## config.mk

```make
export PLATFORM = sky130hd
export DESIGN_NAME = potato_timer
export DESIGN_NICKNAME = d
export VERILOG_FILES = /design/src/rtl/potato_pkg.sv /design/src/rtl/potato_btn_edge.sv /design/src/rtl/potato_timer.sv
export SDC_FILE = /design/constraint.sdc
export NUM_CORES = 1
export LEC_CHECK = 0
export CAP_MARGIN = 25
export CORE_ASPECT_RATIO = 0.8
export CORE_MARGIN = 10
export CORE_UTILIZATION = 56
export DETAILED_ROUTE_END_ITERATION = 8
export PLACE_DENSITY = 0.76
export SYNTH_ARGS = -nofsm -noshare
export SYNTH_HDL_FRONTEND = slang
export SYNTH_SLANG_ARGS = --single-unit
```

## constraint.sdc

```tcl
create_clock -name clk -period 4.3 [get_ports clk]
set_input_delay 1.075 -clock clk [delete_from_list [all_inputs] [get_ports clk]]
set_output_delay 1.075 -clock clk [all_outputs]
set_load 0.02 [all_outputs]
```

## src/rtl/potato_pkg.sv

```systemverilog
// Shared types, cursor codes and digit helpers for the potato countdown timer.
package potato_pkg;

  typedef enum logic [1:0] {
    ST_SET   = 2'd0,
    ST_RUN   = 2'd1,
    ST_PAUSE = 2'd2,
    ST_DONE  = 2'd3
  } state_t;

  localparam int unsigned DIGIT_W = 5;

  localparam logic [DIGIT_W-1:0] SEL_SEC1  = 5'd0;
  localparam logic [DIGIT_W-1:0] SEL_SEC2  = 5'd1;
  localparam logic [DIGIT_W-1:0] SEL_MIN1  = 5'd2;
  localparam logic [DIGIT_W-1:0] SEL_MIN2  = 5'd3;
  localparam logic [DIGIT_W-1:0] SEL_COLON = 5'd4;
  localparam logic [DIGIT_W-1:0] SEL_NONE  = 5'd7;

  localparam logic [DIGIT_W-1:0] TENS_MAX = 5'd5;
  localparam logic [DIGIT_W-1:0] ONES_MAX = 5'd9;

  // Single-digit increment/decrement wrapping between 0 and lim.
  function automatic logic [DIGIT_W-1:0] inc_wrap(input logic [DIGIT_W-1:0] d,
                                                  input logic [DIGIT_W-1:0] lim);
    return (d >= lim) ? 5'd0 : d + 5'd1;
  endfunction

  function automatic logic [DIGIT_W-1:0] dec_wrap(input logic [DIGIT_W-1:0] d,
                                                  input logic [DIGIT_W-1:0] lim);
    return (d == 5'd0) ? lim : d - 5'd1;
  endfunction

endpackage

```

## src/rtl/potato_btn_edge.sv

```systemverilog
// Rising-edge detector for the five debounced button levels.
module potato_btn_edge (
  input  logic       clk,
  input  logic       rst,
  input  logic [4:0] btn,
  output logic [4:0] rise_c
);

  logic [4:0] prev;

  always_ff @(posedge clk or negedge rst) begin
    if (!rst) prev <= '0;
    else      prev <= btn;
  end

  assign rise_c = btn & ~prev;

endmodule

```

## src/rtl/potato_timer.sv

```systemverilog
// MM:SS preset editor, 1 Hz countdown and expiry flag for the potato game screen.
module potato_timer
  import potato_pkg::*;
#(
  parameter int unsigned TICK_DIV = 100_000_000
) (
  input  logic       clk,
  input  logic       rst,
  input  logic       btn_left,
  input  logic       btn_right,
  input  logic       btn_up,
  input  logic       btn_down,
  input  logic       btn_center,
  output logic [4:0] minute2,
  output logic [4:0] minute1,
  output logic [4:0] second2,
  output logic [4:0] second1,
  output logic [4:0] select,
  output logic       running,
  output logic       done
);

  localparam int unsigned PW = (TICK_DIV > 2) ? $clog2(TICK_DIV) : 1;
  localparam logic [PW-1:0] PRESC_LAST = PW'(TICK_DIV - 1);

  state_t        state;
  logic [PW-1:0] presc;
  logic [4:0]    pre_m2, pre_m1, pre_s2, pre_s1;
  logic [4:0]    rise;

  potato_btn_edge u_edge (
    .clk    (clk),
    .rst    (rst),
    .btn    ({btn_center, btn_down, btn_up, btn_right, btn_left}),
    .rise_c (rise)
  );

  // Resolve simultaneous edges to a single action: center > left > right > up > down.
  logic act_center, act_left, act_right, act_up, act_down;
  always_comb begin
    act_center = rise[4];
    act_left   = rise[0] & ~rise[4];
    act_right  = rise[1] & ~rise[4] & ~rise[0];
    act_up     = rise[2] & ~rise[4] & ~|rise[1:0];
    act_down   = rise[3] & ~rise[4] & ~|rise[2:0];
  end

  logic tick, last_sec, time_zero;
  assign tick      = (presc == PRESC_LAST);
  assign time_zero = ({minute2, minute1, second2, second1} == 20'd0);
  assign last_sec  = ({minute2, minute1, second2} == 15'd0) && (second1 == 5'd1);

  // One-second decrement with borrow from the ones of seconds up to the tens of minutes.
  logic [4:0] dec_m2, dec_m1, dec_s2, dec_s1;
  always_comb begin
    dec_m2 = minute2;
    dec_m1 = minute1;
    dec_s2 = second2;
    dec_s1 = second1 - 5'd1;
    if (second1 == 5'd0) begin
      dec_s1 = ONES_MAX;
      dec_s2 = second2 - 5'd1;
      if (second2 == 5'd0) begin
        dec_s2 = TENS_MAX;
        dec_m1 = minute1 - 5'd1;
        if (minute1 == 5'd0) begin
          dec_m1 = ONES_MAX;
          dec_m2 = minute2 - 5'd1;
        end
      end
    end
  end

  always_ff @(posedge clk or negedge rst) begin
    if (!rst) begin
      state   <= ST_SET;
      presc   <= '0;
      minute2 <= '0;
      minute1 <= '0;
      second2 <= '0;
      second1 <= '0;
      pre_m2  <= '0;
      pre_m1  <= '0;
      pre_s2  <= '0;
      pre_s1  <= '0;
      select  <= SEL_SEC1;
      running <= 1'b0;
      done    <= 1'b0;
    end else begin
      case (state)
        ST_SET: begin
          if (act_center) begin
            if (select == SEL_COLON && !time_zero) begin
              {pre_m2, pre_m1, pre_s2, pre_s1} <= {minute2, minute1, second2, second1};
              presc   <= '0;
              state   <= ST_RUN;
              select  <= SEL_NONE;
              running <= 1'b1;
            end
          end else if (act_left) begin
            select <= (select == SEL_SEC1) ? SEL_COLON : select - 5'd1;
          end else if (act_right) begin
            select <= (select == SEL_COLON) ? SEL_SEC1 : select + 5'd1;
          end else if (act_up || act_down) begin
            case (select)
              SEL_SEC1: second1 <= act_up ? inc_wrap(second1, ONES_MAX) : dec_wrap(second1, ONES_MAX);
              SEL_SEC2: second2 <= act_up ? inc_wrap(second2, TENS_MAX) : dec_wrap(second2, TENS_MAX);
              SEL_MIN1: minute1 <= act_up ? inc_wrap(minute1, ONES_MAX) : dec_wrap(minute1, ONES_MAX);
              SEL_MIN2: minute2 <= act_up ? inc_wrap(minute2, TENS_MAX) : dec_wrap(minute2, TENS_MAX);
              default: ;
            endcase
          end
        end
        ST_RUN: begin
          presc <= tick ? '0 : presc + PW'(1);
          if (tick) {minute2, minute1, second2, second1} <= {dec_m2, dec_m1, dec_s2, dec_s1};
          // Expiry outranks a simultaneous pause request.
          if (tick && last_sec) begin
            state   <= ST_DONE;
            running <= 1'b0;
            done    <= 1'b1;
          end else if (act_center) begin
            state   <= ST_PAUSE;
            running <= 1'b0;
            select  <= SEL_COLON;
          end
        end
        ST_PAUSE: begin
          if (act_center) begin
            state   <= ST_RUN;
            running <= 1'b1;
            select  <= SEL_NONE;
          end else if (act_down) begin
            state  <= ST_SET;
            select <= SEL_SEC1;
          end
        end
        ST_DONE: begin
          if (act_center) begin
            {minute2, minute1, second2, second1} <= {pre_m2, pre_m1, pre_s2, pre_s1};
            state  <= ST_SET;
            select <= SEL_COLON;
            done   <= 1'b0;
          end
        end
        default: state <= ST_SET;
      endcase
    end
  end

endmodule

```

-- Word-level counts from Yosys, hierarchy flattened
Cells that the tools add are included.
- output and inout port bits: 27
- bits of input ports: 7
- register bits: 81
- bitwise operators: 11
- $lt $le $gt $ge: 4
- mux-type cells: 81
- equality and inequality tests: 31
- add/sub/neg operators: 11
- reductions and logical operators: 31
- operators by type and width (operator ; count):
    $mux W5 ; 56
    $mux W27 ; 3
    $pmux W5 S3 ; 4
    $pmux W27 S2 ; 1
    $ne A2 B2 Y1 const B ; 15
    $add A27 B1 Y27 const B ; 1
    $eq A27 B27 Y1 const B ; 1
    $add A5 B1 Y5 const B ; 5
    $logic_not A5 Y1 ; 5
    $sub A5 B1 Y5 const B ; 5
    $logic_not A20 Y1 ; 1
    $pmux W5 S4 ; 1
    $logic_not A15 Y1 ; 1
    $mux W2 ; 7
    $reduce_and A11 Y1 ; 1
    $eq A5 B1 Y1 const B ; 2
    $eq A5 B2 Y1 const B ; 2
    $ge A5 B3 Y1 const B ; 2
    $ge A5 B4 Y1 const B ; 2
    $reduce_and A10 Y1 ; 1
    $reduce_and A5 Y1 ; 2
    $ne A3 B3 Y1 const B ; 3
    $reduce_and A3 Y1 ; 3
    $reduce_and A9 Y1 ; 1
    other kinds (23) ; 44

-- Longest topological paths before layout
- depth in word-level cells: 12
- gate-level depth with buffers: 10

-- Hierarchy
From an unflattened synthesis, not the netlist that was laid out.
- cells, all modules: 584
- area total of the unflattened synthesis: 5353.9 um^2
- modules (own cells, without submodules) (module ; times used ; area an instance (um^2) ; cells an instance):
    potato_timer ; 1 ; 5159.9 ; 574
    potato_btn_edge ; 1 ; 193.9 ; 10

-- Worst setup path after synthesis
Ideal clock, no wire load.
- kind: input to register
- start: input btn_left
- end: register second1[3]
- slack: 1.534 ns
- stages: 8
- setup time: 0.119 ns
- data arrival time: 2.648 ns
- path through: nor2b_1 > buf_6 > a2111o_1 > a21boi_1 > o211a_1 > buf_2 > or3b_1 > o21a_1
- longest elaborated chain between the ends: 11
- elaborated cells between the ends (all ways): 22
- ends and longest elaborated chain (element ; line ; text):
    from (decl) ; potato_timer.sv:9 ; input logic btn_left,
    $and A5 B5 Y5 (*) ; potato_btn_edge.sv:16 ; assign rise_c = btn & ~prev;
    $reduce_or A2 Y1 ; potato_timer.sv:44 ; act_up = rise[2] & ~rise[4] & ~|rise[1:0];
    $logic_not A1 Y1 ; potato_timer.sv:44 ;
    $and A1 B1 Y1 ; potato_timer.sv:44 ;
    $mux W5 ; potato_timer.sv:106 ; SEL_SEC1: second1 <= act_up ? inc_wrap(second1, ONES_MAX) : dec_wrap(second1, ONES_MAX);
    $mux W5 ; potato_timer.sv:105 ; case (select)
    $mux W5 ; potato_timer.sv:104 ; end else if (act_up || act_down) begin
    $mux W5 ; potato_timer.sv:102 ; end else if (act_right) begin
    $mux W5 ; potato_timer.sv:100 ; end else if (act_left) begin
    $mux W5 ; potato_timer.sv:92 ; if (act_center) begin
    $pmux W5 S3 ; potato_timer.sv:90 ; case (state)
    to (signal assigned) ; potato_timer.sv:106 ;
    to (signal assigned) ; potato_timer.sv:116 ; if (tick) {minute2, minute1, second2, second1} <= {dec_m2, dec_m1, dec_s2, dec_s1};
    to (signal assigned) ; potato_timer.sv:140 ; {minute2, minute1, second2, second1} <= {pre_m2, pre_m1, pre_s2, pre_s1};
    to (decl) ; potato_timer.sv:17 ; output logic [4:0] second1,
Mark *: on every way between the ends. The rest lies on a longest branch, timed or not. The select of a mux whose other input is x is not followed.
A chain may end at the register's enable or synchronous reset.

-- Final worst setup path
- start: input btn_left
- end: register minute1[2]
- longest elaborated chain between the ends: 11
- elaborated cells between the ends (all ways): 22
- ends and longest elaborated chain (element ; line ; text):
    $and A5 B5 Y5 (*) ; potato_btn_edge.sv:16 ;
    $reduce_or A2 Y1 ; potato_timer.sv:44 ;
    $logic_not A1 Y1 ; potato_timer.sv:44 ;
    $and A1 B1 Y1 ; potato_timer.sv:44 ;
    $mux W5 ; potato_timer.sv:108 ; SEL_MIN1: minute1 <= act_up ? inc_wrap(minute1, ONES_MAX) : dec_wrap(minute1, ONES_MAX);
    $mux W5 ; potato_timer.sv:105 ;
    $mux W5 ; potato_timer.sv:104 ;
    $mux W5 ; potato_timer.sv:102 ;
    $mux W5 ; potato_timer.sv:100 ;
    $mux W5 ; potato_timer.sv:92 ;
    $pmux W5 S3 ; potato_timer.sv:90 ;
    to (signal assigned) ; potato_timer.sv:108 ;
    to (signal assigned) ; potato_timer.sv:116 ;
    to (signal assigned) ; potato_timer.sv:140 ;
    to (decl) ; potato_timer.sv:15 ; output logic [4:0] minute1,
Marked as above.

==> run metrics <==
Die H 107 um; Core ar. 9150 um2; WHS Endpoint pre_m1[0]; Slew Limit Fails 0; gr usage total 19.4%; status complete, no violations; Biggest register presc; Tcrit/Tclk final 77.6%; most common cell after layout, fill and taps aside dfrtp_1; max cap viols 0; Fmax 300 MHz; max_slew headroom 42.2%; Post-synth EDFFs 0; Root Driver clkbuf_16; WHS Path Cells 2; r2r startpoint state[0]; CTS H-tree lvls 3; syn_nets 608; largest vdd supply drop 0.000321 V; placed instance count 697; Post-synth top flop dfrtp_1; reg-to-reg endpoint second2[4]; Logic pwr share 50.5%; Slew @ Worst Pin 866 ps; pwr/cell area 698 nW/um2; CTS Sinks 81; Initial Utilization 57.9%; Clk pwr share 19.0%; setup tns final 0 ps; Power, Total 4110 uW; Worst setup EP type flop; post-CTS resize count 0; Vias 4640; Syn Std Cell Area 5300 um2; register area share after synthesis 38.3%; Final Skew 6.61 ps; I/O Pins 34; Tmin final 3340 ps; flop-to-flop setup slack 1290 ps; HP Start pre_m1[0]; Std-Cell Rows 31; Filler Cell Count 757; Startpoint Class primary input; flops & latches, synth 81; Cell variety after synth 78; Avg Synthesized Cell Area 9.18 um2; Layout area overhead 11.1%; postcts setup bufs 0; Ys Warns 0; WS Path Type in -> reg; total clock buffers created by CTS 9; commonest cells after routing, fill and taps aside dfrtp_1 (81), nand2_1 (61), o21ai_0 (55), nor2_1 (37), a21oi_1 (34); initial antenna violation count 0; number of diodes 0; WP buf/inv 1; first-pass GRT wire length 22000 um; worst hold path type reg -> reg; CP delay by family, top simple AND/OR/NAND/NOR gates; Detail Route Antenna Nets 0; gate count after technology mapping 577; Post-Route WL 13100 um; internal power 2270 uW; DP HPWL 8940 um; Largest stage delay, worst path 700 ps; CTS tree done; Clk Latency, worst-skew pair 340 ps; WHS 500 ps; Avg WL per Cell 18.4 um; vias per cell 6.50; Crit path required time 4580 ps; Net Sw Power 1840 uW; final cell count without fillers 714; Synth async-reset ratio 100%; switching part of the total 44.8%; Setup Viol. Count Final 0; crit path DAT 3620 ps; largest net degree at the start of global routing 82; Buffers on Ports 33; Crit Path Max Fanout 10; number of hold violations in the final report 0; clock tree buffer depth 2; aggregate global routing overflow 0; Die W 129 um; drt first pass iters 5; RSZ-0062 raised after global routing no; die area 13800 um2; Critical Path Slowest Stage Cell nor2b_1; fraction of final layout cells sized beyond drive strength 1 8.35%; clock-pin slew on the worst setup and hold paths 60 ps; DRC errors left 0; DR iter-0 viols 545; R2R cell count 8; GPL Wtd Cong 0.942; vias in the first global route 4366; max reg flops 27; Lkg Pwr 0.00244 uW; Final #Nets 626; Flop pwr share 30.4%; hold buffer count at CTS 0; critical path, cell by cell clkdlybuf4s50_1 -> nor2b_1 -> nor4_4 -> o21ai_0 -> nand3_1 -> a31oi_1 -> o32a_1
-- worst max-delay path by stage --
| stage | from | to | slack, ps | cells after the start |
|---|---|---|---|---|
| after floorplan | btn_left | second1[3] | 1530 | 8 |
| after global placement | btn_left | minute1[2] | 780 | 7 |
| after detailed placement | btn_left | minute1[2] | 680 | 7 |
| after CTS | btn_left | minute1[2] | 1050 | 7 |
| after global routing | btn_left | minute1[2] | 800 | 7 |
| final | btn_left | minute1[2] | 960 | 7 |
-- cell families (layout without fill, tap and decap cells) --
kind of cell	count (synthesis)	after routing	share of synthesized area, %
AND/OR/NAND/NOR	215	215	22.2
AO/OA/AOI/OAI	179	179	22.9
flip-flops	81	81	38.3
buffers and inverters	53	75	6.16
adder cells (fa/ha/maj)	24	24	5.67
multiplexers	13	13	2.76
XOR/XNOR	12	12	1.98
-- power by group through the flow --
stage | combinational [uW] | sequential, uW | clock (uW)
CTS | 2050 | 1250 | 790
floorplan | 1540 | 1230 | 0
global route | 2280 | 1290 | 824
global placement | 1990 | 1240 | 0
detailed placement | 2040 | 1260 | 0
finish | 2070 | 1250 | 782
-- cell type report --
cell class	instances	area [um2]	area share, %
Clock buffer	12	256	4.36
Clock inverter	3	40.0	0.680
Inverter	19	71.3	1.21
Multi-Input combinational cell	443	2940	50.0
Sequential cell	81	2030	34.4
Tap cell	115	144	2.44
Timing Repair Buffer	41	405	6.88
-- cells in the mapped netlist, types with 6 or more instances --
master    count  area (um2)
nand4_1       8        50.1
nor2_1       37         139
buf_6         7        78.8
mux2_2       13         146
nand3_1      24         120
o21ai_0      56         280
nor2b_1       8        50.1
nor4_1        6        37.5
nand2b_1      6        37.5
clkbuf_1      8        30.0
o31ai_1      19         143
dfrtp_1      81        2030
buf_2        10        50.1
inv_1        18        67.6
ha_1         24         300
nor3_1       20         100
nand2_1      61         229
xnor2_1       7        61.3
a21oi_1      34         170
-- worst reg2reg max path: cells and delay by family, from the launching register on --
family          cells  cell delay, ps
flops               1             420
simple gates        2             920
compound gates      3             710
fa+ha+maj           1             380
buf+inv             2             470
-- layer usage --
layer	vias to the layer above	track usage (%)	part of all wire, %
met5	-	0	0
met4	0	4.29	1.0
met3	13	5.27	7.6
met2	183	28.8	44
met1	2264	27.6	47
li1	2180	-	-
-- metrics by stage --
step / setup WS, ps / instance area [um2] / utilization, %
6_report: 964 / 5890 / 64.3
5_1_grt: 803 / 5890 / 64.3
4_1_cts: 1050 / 5860 / 64.0
3_5_place_dp: 684 / 5560 / 60.7
3_3_place_gp: 779 / 5560 / 60.7
2_1_floorplan: 1530 / 5300 / -
Power figures use the tool's default switching activity.
